--- src/rtl/controle_es_pkg.sv ---
// controle_es_pkg: shared FSM state type and default datapath width for controle_entrada_saida
package controle_es_pkg;
    typedef enum logic [1:0] {
        OCIOSO           = 2'd0,
        ESPERA_SOLTO     = 2'd1,
        ESPERA_PRESSIONA = 2'd2,
        CAPTURA          = 2'd3
    } estado_t;
    localparam int LARGURA_DADO_PADRAO = 32;
endpackage

--- src/rtl/debounce_botao.sv ---
// debounce_botao: 2-flop synchronizer plus consecutive-cycle debounce counter for the confirm button
module debounce_botao #(
    parameter int DEBOUNCE_CICLOS = 50000
) (
    input  logic clock,
    input  logic reset,
    input  logic botao,
    output logic nivel
);
    localparam int CW = $clog2(DEBOUNCE_CICLOS + 1);
    localparam logic [CW-1:0] LIMITE = CW'(DEBOUNCE_CICLOS - 1);
    logic [1:0]    sinc_q;
    logic [CW-1:0] cont_q, cont_d;
    logic          nivel_q, nivel_d;
    logic          difere;
    always_comb begin
        difere  = sinc_q[1] != nivel_q;
        cont_d  = (difere && cont_q != LIMITE) ? cont_q + 1'b1 : '0;
        nivel_d = (difere && cont_q == LIMITE) ? sinc_q[1] : nivel_q;
    end
    always_ff @(posedge clock) begin
        if (reset) begin
            sinc_q  <= '0;
            cont_q  <= '0;
            nivel_q <= 1'b0;
        end else begin
            sinc_q  <= {sinc_q[0], botao};
            cont_q  <= cont_d;
            nivel_q <= nivel_d;
        end
    end
    assign nivel = nivel_q;
endmodule

--- src/rtl/controle_entrada_saida.sv ---
// controle_entrada_saida: input/out instruction I/O controller; CONTROLE_ES_CONTADOR_EN adds in/out counters
module controle_entrada_saida
    import controle_es_pkg::*;
#(
    parameter int DEBOUNCE_CICLOS = 50000,
    parameter int LARGURA_CHAVES  = 16,
    parameter int LARGURA_DADO    = LARGURA_DADO_PADRAO
) (
    input  logic                      clock,
    input  logic                      reset,
    input  logic                      inp,
    input  logic                      out,
    input  logic                      botao,
    input  logic [LARGURA_CHAVES-1:0] chaves,
    input  logic [LARGURA_DADO-1:0]   dado_saida,
    output logic                      pausa,
    output logic                      escreve_entrada,
    output logic [LARGURA_DADO-1:0]   dado_entrada,
    output logic [LARGURA_DADO-1:0]   display,
    output logic                      display_valido
`ifdef CONTROLE_ES_CONTADOR_EN
    ,
    output logic [7:0]                contador_saidas,
    output logic [7:0]                contador_entradas
`endif
);
    estado_t                 estado_q, estado_d;
    logic [LARGURA_DADO-1:0] dado_entrada_q, dado_entrada_d;
    logic [LARGURA_DADO-1:0] display_q, display_d;
    logic                    valido_q, valido_d;
    logic                    nivel, captura, aceita_saida;

    debounce_botao #(.DEBOUNCE_CICLOS(DEBOUNCE_CICLOS)) u_debounce (
        .clock(clock),
        .reset(reset),
        .botao(botao),
        .nivel(nivel)
    );

    always_comb begin
        // reset gates pausa so the PC is never held while the controller is being cleared
        pausa = !reset && ((estado_q == OCIOSO && inp) || estado_q == ESPERA_SOLTO ||
                           estado_q == ESPERA_PRESSIONA);
        captura        = estado_q == ESPERA_PRESSIONA && nivel;
        aceita_saida   = out && !pausa;
        estado_d       = (estado_q == OCIOSO)       ? (inp ? ESPERA_SOLTO : OCIOSO) :
                         (estado_q == ESPERA_SOLTO) ? (nivel ? ESPERA_SOLTO : ESPERA_PRESSIONA) :
                         captura                    ? CAPTURA :
                         (estado_q == ESPERA_PRESSIONA) ? ESPERA_PRESSIONA : OCIOSO;
        dado_entrada_d = captura ? LARGURA_DADO'(chaves) : dado_entrada_q;
        display_d      = aceita_saida ? dado_saida : display_q;
        valido_d       = valido_q || aceita_saida;
    end

    always_ff @(posedge clock) begin
        if (reset) begin
            estado_q       <= OCIOSO;
            dado_entrada_q <= '0;
            display_q      <= '0;
            valido_q       <= 1'b0;
        end else begin
            estado_q       <= estado_d;
            dado_entrada_q <= dado_entrada_d;
            display_q      <= display_d;
            valido_q       <= valido_d;
        end
    end

    assign escreve_entrada = estado_q == CAPTURA;
    assign dado_entrada    = dado_entrada_q;
    assign display         = display_q;
    assign display_valido  = valido_q;

`ifdef CONTROLE_ES_CONTADOR_EN
    logic [7:0] cont_saidas_q, cont_entradas_q;
    always_ff @(posedge clock) begin
        if (reset) begin
            cont_saidas_q   <= '0;
            cont_entradas_q <= '0;
        end else begin
            cont_saidas_q   <= cont_saidas_q + {7'd0, aceita_saida};
            cont_entradas_q <= cont_entradas_q + {7'd0, captura};
        end
    end
    assign contador_saidas   = cont_saidas_q;
    assign contador_entradas = cont_entradas_q;
`endif
endmodule

--- config.mk ---
export PLATFORM = sky130hd
export DESIGN_NAME = controle_entrada_saida
export DESIGN_NICKNAME = d
export VERILOG_FILES = /design/src/rtl/controle_es_pkg.sv /design/src/rtl/debounce_botao.sv /design/src/rtl/controle_entrada_saida.sv
export SDC_FILE = /design/constraint.sdc
export NUM_CORES = 1
export LEC_CHECK = 0
export ABC_AREA = 1
export CORE_MARGIN = 2
export CORE_UTILIZATION = 40
export DETAILED_ROUTE_END_ITERATION = 6
export MAX_ROUTING_LAYER = met4
export PLACE_DENSITY_LB_ADDON = 0.3
export REMOVE_ABC_BUFFERS = 1
export SETUP_SLACK_MARGIN = 0.15
export SYNTH_ARGS = -nofsm -noshare
export SYNTH_HDL_FRONTEND = slang
export SYNTH_HIERARCHICAL = 1
export SYNTH_SLANG_ARGS = --single-unit
--- constraint.sdc ---
create_clock -name clock -period 3.65 [get_ports clock]
set_input_delay 0.73 -clock clock [delete_from_list [all_inputs] [get_ports clock]]
set_output_delay 0.73 -clock clock [all_outputs]
set_load 0.02 [all_outputs]
### Word level (Yosys, flattened, before mapping)

Cells that the tools add are included.
W data, S select, Z words.

* add/sub/neg operators: 1
* eq/ne operators: 6
* muxes and demuxes: 6
* bitwise operators: 1
* reductions and logical operators: 13

Operator list (count)
* $add A16 B1 Y16 const B: 1
* $eq A16 B16 Y1 const B: 1
* $ne A16 B16 Y1 const B: 1
* $mux W2: 5
* $logic_and A1 B1 Y1: 6
* $eq A2 B2 Y1 const B: 2
* $logic_or A1 B1 Y1: 3
* $eq A2 B1 Y1 const B: 1
* $logic_not A1 Y1: 2
* $logic_not A2 Y1: 1
* $reduce_or A2 Y1: 1
* $mux W1: 1
* $ne A1 B1 Y1: 1
* $not A1 Y1: 1

* bits in registers: 70
* input port bits: 53
* output and inout port bits: 67
* word-level logic and storage cells: 34

### Logic depth before layout (Yosys ltp)

* depth after elaboration: 8
* mapped depth: 8

### Cells and area by module

The synthesis kept the hierarchy.

Modules (own cells, without submodules)
* controle_entrada_saida: times used 1, cells each 318, area an instance 2331.0 µm², sequential area each 1021.0 µm²
* debounce_botao: times used 1, cells each 140, area an instance 1017.2 µm², sequential area each 380.4 µm²

### Worst setup path after synthesis

OpenSTA, ideal clock, no wires.

* path kind: input to output
* start: in reset
* end: out pausa
* arrival: 1.361 ns
* data required time: 2.920 ns
* path slack: 1.559 ns
* stages: 5
* path through: a21oi_1 nand2_2 buf_6 buf_6 inv_1

* cells in the longest elaborated chain, start to end: 2

Ends and longest elaborated chain
* from (decl): RTL line controle_entrada_saida.sv:10 `input logic reset,`
* $logic_not A1 Y1: RTL line controle_entrada_saida.sv:42 `pausa = !reset && ((estado_q == OCIOSO && inp) || estado_q == ESPERA_SOLTO ||`
* $logic_and A1 B1 Y1: RTL line controle_entrada_saida.sv:42
* to (decl): RTL line controle_entrada_saida.sv:16 `output logic pausa,`

No other way between the ends.

### Final worst setup path

Same ends and word-level chain as after synthesis.

==> results.py <==
metrics = {
    "sta": {
        "worst_slew_pin_slew_ps": 984,
        "slew_headroom_pct": 34.4,
        "setup_violations": 0,
        "fin_crit_sh_pct": 77.7,
        "whs_ps": 402,
        "rsz0062_at_grt": "false",
        "setup_tns_ps": 0,
        "layout_min_cycle_time_ps": 2830,
        "hold_viol": 0,
        "skew_ps": 7.25,
        "max_freq_ghz": 0.353,
        "slew_viol_final": 0,
    },
    "detailed_routing": {
        "first_iter_violations": 65,
        "vias": 3041,
        "via_per_inst": 4.61,
        "dr.pass1.iters": 5,
        "ant_nets": 0,
        "avgRoutedWirePerCell_um": 11.4,
        "drc_errors": 0,
        "wl_um": 7510,
    },
    "synth": {
        "yosys_warnings": 6,
        "synth-seq-cells": 70,
        "post_synth.cell_area_avg_um2": 7.31,
        "synth_seq_area_share_pct": 41.9,
        "syn_inst": 458,
        "synth.distinct_cells": 28,
        "syn_area_um2": 3350,
    },
    "cells_and_area": {
        "antenna_cells": 0,
        "area_growth_pct": 35.3,
        "final_nets": 604,
        "fillers": 775,
        "drive_gt1_share_pct": 11.0,
    },
    "worst_setup_path": {
        "startpoint": "reset",
        "crit_arrival_ps": 2100,
        "reg2reg_from": "estado_q[0]$_SDFF_PP0_",
        "crit_path_max_incr_delay_ps": 630,
        "critPathRequiredTime_ps": 2920,
        "start_kind": "input pin",
        "crit_path_frequent_cell": "clkdlybuf4s50_1",
        "worst_setup_path_end_kind": "primary output",
        "critical_path.cell_chain": "clkdlybuf4s50_1 > a21oi_1 > nand2_2 > inv_1 > clkdlybuf4s50_1",
        "criticalPathCategory": "input pin to primary output",
        "critPathMaxFanout": 2,
        "slowest_stage": "clkdlybuf4s50_1",
    },
    "global_route": {
        "grt_max_degree": 67,
        "busiest_layer": "met2",
        "grt_pass1_wl_um": 12200,
        "grt_util_met2_pct": 27.5,
        "met1_usage_pct": 20.1,
        "use_met3_pct": 7.59,
        "grt_pass1_vias": 2803,
        "grt_usage_pct": 17.4,
        "antenna_found_initial": 0,
        "grt.overflow.total": 0,
    },
    "cts": {
        "clockBufferDepth": 2,
        "cts_buffers": 9,
        "path_clk_slew_ps": 80,
        "cts.sinks": 70,
        "post_cts_buffers": 0,
        "htree_levels": 3,
        "cts_resized": 0,
        "ctsHoldBuffers": 0,
        "cts_tree": "built",
        "cts_root_buffer": "clkbuf_8",
        "insertion_delay_ps": 340,
    },
    "power_and_ir_drop": {
        "leakagePower_nw": 1.86,
        "cellPowerDensity_nw_per_um2": 413,
        "ir_worst_vdd_mv": 0.231,
    },
    "hold_path": {
        "worstHoldStart": "u_debounce/sinc_q[0]$_SDFF_PP0_",
        "hold_path.class": "register to register",
    },
    "floorplanning": {
        "start_util_pct": 41.0,
        "io_pins": 120,
        "die_h_um": 95.5,
        "rows": 33,
        "die_x_um": 95.5,
        "dieArea_um2": 9120,
        "design.core.area_um2": 8180,
    },
    "flow_run": {
        "max_cap_violations": 0,
    },
    "placed_design": {
        "dp_hpwl_um": 5170,
        "place_congestion": 0.843,
        "io_buffer_count": 103,
    },
    "outcome": {
        "outcome": "complete, no violations",
    },
}
[cells in the final DEF, fill, tap and decap left out, types with 3 or more instances in the layout]
cell,Yosys,layout
inv_1,55,55
conb_1,1,16
nand2_1,77,77
clkdlybuf4s50_1,0,102
nor2_1,56,56
a21oi_2,17,17
buf_4,16,3
nand4_1,4,4
xnor2_1,3,3
nand2_2,4,4
nand3_1,63,63
a21oi_1,41,41
xor2_1,3,3
dfxtp_1,70,70
nor2_4,5,5
clkbuf_8,0,9
nor2_2,10,10
[flip-flops by register name (all words and copies together) (netlist names)]
register           count
dado_entrada          16
display               32
display_valido         1
estado_q               2
u_debounce/cont_q     16
u_debounce/nivel       1
u_debounce/sinc_q      2
[cells by family after synthesis]
family / after synthesis / synth area share [%]
AND/OR/NAND/NOR: 225 / 30.9
buffers and inverters: 97 / 14.6
flip-flops: 70 / 41.9
AO/OA/AOI/OAI: 58 / 10.6
XOR/XNOR: 6 / 1.57
adder cells (fa/ha/maj): 1 / 0.374
other: 1 / 0.112
[synth_stat cells (all sizes together)]
| cell type | n | area share (%) |
|---|---|---|
| nand2 | 83 | 10 |
| nor2 | 71 | 9.8 |
| dfxtp | 70 | 42 |
| nand3 | 64 | 9.7 |
| a21oi | 58 | 11 |
| inv | 56 | 6.3 |
| buf | 33 | 7.4 |
| clkbuf | 7 | 0.78 |
| nand4 | 4 | 0.75 |
| xnor2 | 3 | 0.78 |
| xor2 | 3 | 0.78 |
| clkinv | 1 | 0.11 |
| conb | 1 | 0.11 |
| ha | 1 | 0.37 |
| nand3b | 1 | 0.22 |
| nor3 | 1 | 0.15 |
| or2 | 1 | 0.19 |
[worst paths after layout]
path | to | slack, ps | cells after the start
worst max-delay path | pausa | 820 | 5
worst min-delay path | u_debounce/sinc_q[1]$_SDFF_PP0_ | 400 | 2
worst min register to register | u_debounce/sinc_q[1]$_SDFF_PP0_ | 400 | 2
worst max register to register | display[15]$_SDFFE_PP0P_ | 1990 | 7
[through the flow]
stage                     area, um^2  std cells  power [mW]  util [%]  setup slack [ps]
after floorplan                 3130        433        1.02         -              1100
final                           4530        660        1.87      55.4               815
after CTS                       4530        660        1.89      55.4               808
after global routing            4530        660        1.96      55.4               747
after detailed placement        4310        644        1.19      52.7               821
after global placement          4310        644        1.19      52.7               791
[area by class of cell]
cell class	instances	area [um^2]	area share [%]
flip-flops and latches	70	1400	30.9
multi-input cells	306	1510	33.4
inverters	57	214	4.72
clock buffers	9	124	2.73
well taps	105	131	2.90
repair buffers	106	1050	23.1
clock inverters	7	96.3	2.13
[worst max-delay path, delay by kind of cell]
family                 cells  cell delay [ps]
AOI/OAI and AO/OA          1              160
and+or+nand+nor            1               70
buffers and inverters      3             1150
[routing by layer]
metal	up-vias	routed length (um)
met1	1363	3330
li1	1588	-
met2	81	3400
met3	9	694
met5	-	0
met4	0	87
[power breakdown]
group | switching (mW) | internal (mW) | leakage [nW] | total (mW)
registers | 0.0267 | 0.802 | 0.572 | 0.829
clock network | 0.310 | 0.387 | 0.114 | 0.697
logic | 0.186 | 0.160 | 1.17 | 0.345
total | 0.522 | 1.35 | 1.86 | 1.87
(Power assumes the default switching activity.)
